$ cat src/rtl/sysid_check_pkg.sv
// Shared types and constants for the system-ID boot check sequencer.
package sysid_check_pkg;

    typedef enum logic [2:0] {
        IDLE,
        RD_ID_REQ,
        RD_ID_WAIT,
        RD_TS_REQ,
        RD_TS_WAIT,
        PASS,
        FAIL
    } state_t;

    localparam logic SYSID_ADDR_ID = 1'b0;
    localparam logic SYSID_ADDR_TS = 1'b1;

    localparam logic [31:0] DEFAULT_EXPECTED_ID = 32'd0;
    localparam logic [31:0] DEFAULT_EXPECTED_TS = 32'd1537775151;

endpackage

$ cat src/rtl/sysid_check_timer.sv
// Response-wait counter; expired is high during the LIMIT-th enabled cycle.
module sysid_check_timer #(
    parameter int unsigned LIMIT = 255
) (
    input  logic clock,
    input  logic reset_n,
    input  logic clear,
    input  logic enable,
    output logic expired
);

    localparam int unsigned W = (LIMIT < 2) ? 1 : $clog2(LIMIT);

    logic [W-1:0] count;

    always_ff @(posedge clock or negedge reset_n) begin
        if (!reset_n) begin
            count <= '0;
        end else if (clear) begin
            count <= '0;
        end else if (enable && !expired) begin
            count <= count + 1'b1;
        end
    end

    // Count starts at 0 on the first wait cycle, so LIMIT-1 marks the LIMIT-th cycle.
    assign expired = enable && (count == W'(LIMIT - 1));

endmodule

$ cat src/rtl/sysid_check_ctrl.sv
// Boot-time sysid ID/timestamp checker with bounded retry.
// Optional response timeout: define SYSID_CHECK_TIMEOUT_EN.
module sysid_check_ctrl
    import sysid_check_pkg::*;
#(
    parameter logic [31:0] EXPECTED_ID    = DEFAULT_EXPECTED_ID,
    parameter logic [31:0] EXPECTED_TS    = DEFAULT_EXPECTED_TS,
    parameter int unsigned MAX_RETRY      = 3,
    parameter int unsigned TIMEOUT_CYCLES = 255
) (
    input  logic        clock,
    input  logic        reset_n,
    output logic        avm_address,
    output logic        avm_read,
    input  logic        avm_waitrequest,
    input  logic [31:0] avm_readdata,
    input  logic        avm_readdatavalid,
    input  logic        start,
    output logic        check_done,
    output logic        check_pass,
    output logic [31:0] id_word,
    output logic [31:0] ts_word,
    output logic [3:0]  retry_count,
    output logic        timeout_seen
);

    if (MAX_RETRY > 15 || TIMEOUT_CYCLES == 0) begin : g_bad_cfg
        $error("sysid_check_ctrl: MAX_RETRY must be 0..15 and TIMEOUT_CYCLES nonzero");
    end

    state_t state, state_next;
    logic   cap_id, cap_ts, bump_retry, clear_run, retry_ok, wait_expired;

`ifdef SYSID_CHECK_TIMEOUT_EN
    logic in_wait;

    assign in_wait = (state == RD_ID_WAIT) || (state == RD_TS_WAIT);

    sysid_check_timer #(
        .LIMIT (TIMEOUT_CYCLES)
    ) u_timer (
        .clock   (clock),
        .reset_n (reset_n),
        .clear   (!in_wait),
        .enable  (in_wait),
        .expired (wait_expired)
    );

    always_ff @(posedge clock or negedge reset_n) begin
        if (!reset_n) begin
            timeout_seen <= 1'b0;
        end else if (in_wait && wait_expired && !avm_readdatavalid) begin
            timeout_seen <= 1'b1;
        end
    end
`else
    assign wait_expired = 1'b0;
    assign timeout_seen = 1'b0;
`endif

    assign retry_ok = 32'(retry_count) < MAX_RETRY;

    always_ff @(posedge clock or negedge reset_n) begin
        if (!reset_n) begin
            state <= IDLE;
        end else begin
            state <= state_next;
        end
    end

    always_comb begin
        state_next = state;
        cap_id     = 1'b0;
        cap_ts     = 1'b0;
        bump_retry = 1'b0;
        clear_run  = 1'b0;
        case (state)
            IDLE: state_next = RD_ID_REQ;
            RD_ID_REQ: begin
                if (!avm_waitrequest) state_next = RD_ID_WAIT;
            end
            RD_ID_WAIT: begin
                if (avm_readdatavalid) begin
                    cap_id     = 1'b1;
                    state_next = RD_TS_REQ;
                end else if (wait_expired) begin
                    bump_retry = 1'b1;
                    state_next = retry_ok ? RD_ID_REQ : FAIL;
                end
            end
            RD_TS_REQ: begin
                if (!avm_waitrequest) state_next = RD_TS_WAIT;
            end
            RD_TS_WAIT: begin
                if (avm_readdatavalid) begin
                    cap_ts = 1'b1;
                    if (id_word == EXPECTED_ID && avm_readdata == EXPECTED_TS) begin
                        state_next = PASS;
                    end else begin
                        bump_retry = 1'b1;
                        state_next = retry_ok ? RD_ID_REQ : FAIL;
                    end
                end else if (wait_expired) begin
                    bump_retry = 1'b1;
                    state_next = retry_ok ? RD_ID_REQ : FAIL;
                end
            end
            PASS, FAIL: begin
                if (start) begin
                    clear_run  = 1'b1;
                    state_next = RD_ID_REQ;
                end
            end
            default: state_next = IDLE;
        endcase
    end

    // Bus and status outputs are decoded from the next state so they are registered.
    always_ff @(posedge clock or negedge reset_n) begin
        if (!reset_n) begin
            avm_read    <= 1'b0;
            avm_address <= SYSID_ADDR_ID;
            check_done  <= 1'b0;
            check_pass  <= 1'b0;
            id_word     <= '0;
            ts_word     <= '0;
            retry_count <= '0;
        end else begin
            avm_read    <= (state_next == RD_ID_REQ) || (state_next == RD_TS_REQ);
            avm_address <= ((state_next == RD_TS_REQ) || (state_next == RD_TS_WAIT))
                           ? SYSID_ADDR_TS : SYSID_ADDR_ID;
            check_done  <= (state_next == PASS) || (state_next == FAIL);
            check_pass  <= (state_next == PASS);
            if (cap_id) id_word <= avm_readdata;
            if (cap_ts) ts_word <= avm_readdata;
            if (clear_run) begin
                retry_count <= '0;
            end else if (bump_retry && retry_count != '1) begin
                retry_count <= retry_count + 1'b1;
            end
        end
    end

endmodule

$ cat config.mk
export PLATFORM = sky130hd
export DESIGN_NAME = sysid_check_ctrl
export DESIGN_NICKNAME = d
export VERILOG_FILES = /design/src/rtl/sysid_check_pkg.sv /design/src/rtl/sysid_check_timer.sv /design/src/rtl/sysid_check_ctrl.sv
export SDC_FILE = /design/constraint.sdc
export NUM_CORES = 1
export LEC_CHECK = 0
export CAP_MARGIN = 40
export CORE_ASPECT_RATIO = 1.5
export CORE_MARGIN = 10
export CORE_UTILIZATION = 50
export CTS_BUF_LIST = sky130_fd_sc_hd__clkbuf_8
export CTS_CLUSTER_SIZE = 8
export DETAILED_ROUTE_END_ITERATION = 6
export PLACE_DENSITY = 0.87
export SETUP_SLACK_MARGIN = 0.15
export SKIP_CTS_REPAIR_TIMING = 1
export SYNTH_ARGS = -nofsm -noshare
export SYNTH_HDL_FRONTEND = slang
export SYNTH_SLANG_ARGS = --single-unit
$ cat constraint.sdc
create_clock -name clock -period 4.1 [get_ports clock]
set_input_delay 0.41 -clock clock [delete_from_list [all_inputs] [get_ports clock]]
set_output_delay 0.41 -clock clock [all_outputs]
set_load 0.02 [all_outputs]
==> run_results.csv <==
group,metric,value,unit
hold_path,hp-class,"in2async",
sta,max_freq,0.443,GHz
critical_path,slowest_delay,730,ps
clocking,cts_made_buffers,9,
synth,synth_edf_count,0,
critical_path,rr_worst_depth,5,
sta,fin_ws,1840,ps
floorplanning,core,6220,µm²
clocking,htree_levels,3,
detailed_routing,finalWirelength,9.16,mm
grt,grt_pass1_wl,14.5,mm
cells_and_area,drive_gt1_share,15.6,%
cells_and_area,area_delta_synth_final,41.6,%
synth,async_flop_share,100,%
synth,ys_types,43,
sta,maxSlewViolCount,0,
detailed_routing,ant_nets,0,
floorplanning,io_pins,110,
sta,clock_skew,8.22,ps
synth,synth_warnings,0,
floorplanning,start_util,51.8,%
clocking,cts_sinks,75,
synth,synthAdderAreaFrac,0.700,%
sta,hold_violations,1,
synth,syn_inst,289,
synth,synth_seq_area_share,58.3,%
floorplanning,row_count,35,
detailed_routing,drtIter0Drc,136,
critical_path,start_kind,"register",
cells_and_area,antenna_cells,0,
cells_and_area,multi_input_area,1280,µm²
placement,gp_congestion,0.824,
flow_run,maxCapViolations,0,
outcome,status,"complete, but fails checks",
sta,period_share,55.0,%
grt,grt_max_degree,42,
sta,setup_viol,0,
placement,post-place-ws,1520,ps
critical_path,crit_chain,"nor2_1, and3_1, nand2_1, nor3b_1, mux2i_1",
critical_path,cp_max_fo,21,
clocking,cts.clk_slew.worst_paths,80,ps
synth,synth_top_family_by_area,"simple AND/OR/NAND/NOR gates",
sta,rsz0062_at_grt,"false",
critical_path,end_kind,"register",
detailed_routing,routed_via_density,5.38,
floorplanning,die_height,118,µm
synth,syn_area_per_cell,11.1,µm²
grt,antenna_found_initial,0,
critical_path,cpMaxStageDelayCell,"and3_1",
outcome,violations,"negative hold slack",
pwr,static-leakage-power,2.03,nW
critical_path,arrival,2530,ps
sta,holdWs,-1.14,ps
cells_and_area,fillerInstances,448,
cells_and_area,seq_area,1880,µm²
synth,ys_seq_elements,75,
synth,synth-simple-area-share,22.5,%
synth,netlist_area,3220,µm²
critical_path,required,4370,ps
placement,io_buffers,108,
grt,overflow,0,
synth,synth_xor_xnor_area_share,0.544,%
clocking,insertion_delay,350,ps
sta,period_needed,2260,ps
synth,synthMuxAreaShare,11.8,%
floorplanning,die_w,85.5,µm
detailed_routing,drc_errors,0,
sta,setup_tns,0,ps
pwr,ir_drop,0.454,mV
detailed_routing,drt_pass1_iterations,4,
placement,dp_hpwl,7.11,mm
synth,synthesis.nets,327,
detailed_routing,vias,2572,
detailed_routing,wire_per_inst,19.2,µm
sta,relSlewSlack,44.4,%
clocking,cts_tree,"done",
grt,grt_pass1_vias,2850,
sta,worst_pin_slew,833,ps
clocking,cts_buffer_depth,2,
cells_and_area,nets,438,
floorplanning,die_area,10100,µm²
grt,grtUsageTotal,18.2,%
synth,ys.flop_type,"dfrtp_1",
synth,synth_compound_area_share,4.00,%
pwr,powerDensity,741,nW/µm²
critical_path,worstSetupPathType,"reg2reg",
clocking,root_buffer,"clkbuf_8",
==> path summary, 6_finish.rpt <==
path,startpoint,to,slack (ps)
worst max-delay path,state[1]$_DFF_PN0_,retry_count[2]$_DFFE_PN0P_,1840
worst min-delay path,reset_n,ts_word[2]$_DFFE_PN0P_,-1
worst max register to register,state[1]$_DFF_PN0_,retry_count[2]$_DFFE_PN0P_,1840
worst min register to register,ts_word[15]$_DFFE_PN0P_,ts_word[15]$_DFFE_PN0P_,470
max in group asynchronous,reset_n,retry_count[2]$_DFFE_PN0P_,3530
min in group clock,ts_word[15]$_DFFE_PN0P_,ts_word[15]$_DFFE_PN0P_,470
==> synthesized netlist by cell type, types with 2 or more instances <==
| cell | instances | area share, % |
|---|---|---|
| nand4_1 | 5 | 0.97 |
| and3_1 | 2 | 0.39 |
| nor4_1 | 7 | 1.4 |
| nand3_1 | 4 | 0.62 |
| clkbuf_1 | 6 | 0.70 |
| and4b_2 | 3 | 1.0 |
| o21a_1 | 2 | 0.47 |
| nor3b_1 | 3 | 0.70 |
| buf_2 | 4 | 0.62 |
| a21oi_1 | 4 | 0.62 |
| mux2i_1 | 2 | 0.62 |
| nand2b_1 | 3 | 0.58 |
| nor3_1 | 2 | 0.31 |
| nor2_1 | 5 | 0.58 |
| nor4b_2 | 2 | 0.93 |
| dfrtp_1 | 75 | 58 |
| nand2_1 | 101 | 12 |
| mux2_2 | 32 | 11 |
| and4bb_1 | 2 | 0.78 |
| o21ai_0 | 2 | 0.31 |
==> flip-flops by register name, indices dropped and copies added (netlist names) <==
signal / flops
avm_address: 1
state: 3
id_word: 32
check_pass: 1
check_done: 1
ts_word: 32
avm_read: 1
retry_count: 4
==> layer usage <==
layer	part of all wire, %	global-route usage, %	routed length [µm]
met1	35	17.6	3210
met2	52	31.0	4800
met3	10	10.2	954
met4	2.2	6.92	199
met5	0	0	0
==> logic make-up (layout without fill, tap and decap cells) <==
family | after synthesis | after routing
muxes | 34 | 34
adders and majority gates | 2 | 2
AOI/OAI and AO/OA | 16 | 16
and+or+nand+nor | 146 | 146
buffers and inverters | 13 | 128
DFF | 75 | 75
other | 1 | 1
xor gates and xnor gates | 2 | 2
==> placed cells by master, fill, tap and decap left out, types with 2 or more instances in the layout <==
cell | Yosys | final
inv_1 | 1 | 2
nand2_1 | 101 | 101
mux2_2 | 32 | 32
dfrtp_1 | 75 | 75
a21oi_1 | 4 | 4
nand2b_1 | 3 | 3
o21a_1 | 2 | 2
buf_4 | 1 | 4
nor4_1 | 7 | 7
and3_1 | 2 | 2
nand3_1 | 4 | 4
nor3_1 | 2 | 2
nor3b_1 | 3 | 2
nand4_1 | 5 | 5
and4bb_1 | 2 | 2
clkinv_2 | 0 | 2
mux2i_1 | 2 | 2
clkdlybuf4s50_1 | 0 | 107
clkbuf_8 | 0 | 9
clkinvlp_4 | 0 | 2
and4b_2 | 3 | 3
nor4b_2 | 2 | 2
o21ai_0 | 2 | 2
nor2_1 | 5 | 5
==> per-stage QoR <==
step	util [%]	area [µm²]	hold WS, ps	power, mW	instances
after CTS	73.3	4560	3.89	3.41	478
after detailed placement	70.4	4380	391	2.87	463
after global placement	70.1	4360	457	2.82	462
final	73.3	4560	-1.14	3.38	478
after floorplan	-	3220	114	2.05	289
after global routing	73.3	4560	10.9	3.57	478
==> cell type report <==
cell class / instances / share of cell area, %
multi-input combinational: 201 / 28.1
clock buffer: 9 / 2.72
tap: 74 / 2.03
timing repair buffer: 112 / 24.6
clock inverter: 6 / 1.29
inverter: 1 / 0.0823
sequential: 75 / 41.2
==> where the power goes <==
part           switching (mW)  leakage [nW]  internal (mW)
combinational           0.786         0.987          0.781
clock                   0.266        0.0923          0.273
sequential              0.231         0.948           1.04
total                    1.28          2.03           2.10
==> worst max-delay path: cells and delay by family, from the launching register on <==
kind,cells,cell delay (ps)
and+or+nand+nor,4,1470
muxes,1,230
DFF,1,470
Note: power is estimated with default switching activity, not from simulation.
==> RTL change: new RTL, same flow settings <==
Build with the macro `SYSID_CHECK_TIMEOUT_EN` defined.
--- a/src/rtl/sysid_check_ctrl.sv
+++ b/src/rtl/sysid_check_ctrl.sv
@@ -1,5 +1,7 @@
 // Boot-time sysid ID/timestamp checker with bounded retry.
 // Optional response timeout: define SYSID_CHECK_TIMEOUT_EN.
+`define SYSID_CHECK_TIMEOUT_EN
+
 module sysid_check_ctrl
     import sysid_check_pkg::*;
 #(
Behaviour: no difference found for any inputs over 10 cycles, from zero or initial values and one cycle with reset_n low; that may be too few to reach the edited logic, so the function may still have changed.
==> RTL change against the unedited design <==
Clock power up 3.7%; synthesized area up 14%; utilization down 2.6 points; first-iteration DRC count down 30%; final area up 11%; sequential cell count up 9; non-clock buffer count up 1; worst setup slack worse by 0.19 ns; wire length up 6.4%; power up 19%; largest cell class unchanged; largest power group unchanged.
==> RTL change: results (changes against the unedited design) <==
filler cell count in the final layout=493 (+10%); IO Port Bufs=109 (+0.93%); worst r2r dst=avm_address$_DFF_PN0_; CP max stage cell=or3_1; skew final=0.007958 ns (-0.0002626 ns); Num CTS Buffers=9 (unchanged); critical path startpoint=retry_count[0]$_DFFE_PN0P_; Compound-Gate Fraction of Synth Area=4.391% (+0.39 points); Post-Place Cell Area=0.004895 sq mm (+12%); R2R depth=7 (+2); Vias/cell=5.398 (+0.33%); RePlAce Congestion=0.8502 (+3.2%); top post-synthesis cells by count=84 x dfrtp_1, 61 x mux2_2, 14 x nor2_1, 8 x nor4_1, 7 x nand4_1; final net count=422 (-3.7%); register area share after synthesis=57.18% (-1.1 points); n_diodes=0 (unchanged); number of global-route vias before repair=2,939 (+3.1%); Worst R2R Setup Slack=1.66 ns (-0.19 ns); Via Count=2,629 (+2.2%); DPL Wire Length=7613 um (+7.1%); Peak supply drop=0.0005647 V (+24%); mux share of post-synthesis cell area=20.56% (+8.7 points); Ys Warns=0 (unchanged); post-synthesis xor/xnor area fraction=1.668% (+1.1 points); Clock Latency Late Sink=~0.36 ns; worst-margin pin slew=0.5272 ns (-0.3063 ns); FFs w/ async S/R, synth=100.0% (unchanged); Clock transition at path regs=0.08 ns (about the same); crit path capture type=flip-flop; outcome=complete, no violations; P_sw=1520 uW (+18%); starting DRC count in detailed routing=95 (-30%); final WL=9743 um (+6.4%); top cells by area, synth=dfrtp_1 57%, mux2_2 19%, nor2_1 1.4%; Max Fclk=409.0 MHz (-7.7%); initial antenna violation count=0 (unchanged); DR pass1 iterations=4 (unchanged); Avg Inst Size Synth=13.61 sq um (+22%); CP Data Arrival Time=2.68 ns (+0.15 ns); first-pass GRT wire length=15,620 um (+7.6%); LEAKAGE=0.002126 uW (+4.8%); post-synthesis adder-cell area fraction=1.021% (+0.32 points); Clk power=559 uW (+3.7%); GR Util All Layers=17.56% (-0.62 points); sequential power=1500 uW (+18%); CTS HTree Levels=3 (unchanged); combinational power=1960 uW (+25%); biggest regs=id_word x32, ts_word x32, u_timer.count x8; hold_ws=0.02195 ns (+0.02309 ns); Inst Count DP=471 (+1.7%); pre-CTS worst setup slack=1.323 ns (-0.1965 ns); largest net degree at the start of global routing=45 (+7.1%); root buf cell=clkbuf_8; Max clock buf depth=2 (unchanged); Critical Path Fanout Max=5 (-76%); Yosys cell types=53 (+23%); Hold Path Class=in2async; Crit path largest cell delay=0.47 ns (-0.26 ns); share of layout cells above drive strength 1=24.55% (+9.0 points); syn_nets=310 (-5.2%)
-- RTL change: metal layers --
layer | up-vias | track usage, % | wire length, um
li1 | 1208 | - | -
met1 | 1315 | 17.95 | 3497
met2 | 86 | 30.45 | 5145
met3 | 20 | 6.707 | 752
met4 | 0 | 9.117 | 348
met5 | - | 0 | 0
-- RTL change: final cells by class --
cell class                 instances  area (sq um)  area share, %
sequential                        84          2102          41.40
multi-input combinational        167          1510          29.74
timing repair buffer             113          1131          22.28
tap                              100         125.1          2.464
clock buffer                       9         123.9          2.440
clock inverter                     7         58.81          1.158
inverter                           7         26.28         0.5175
-- RTL change: worst max-delay path, delay by kind of cell, from the launching register on --
| kind | cells | cell delay, ns |
|---|---|---|
| compound gates | 2 | 0.49 |
| fa+ha+maj | 1 | 0.25 |
| flops | 1 | 0.43 |
| mux | 1 | 0.27 |
| simple gates | 3 | 0.90 |
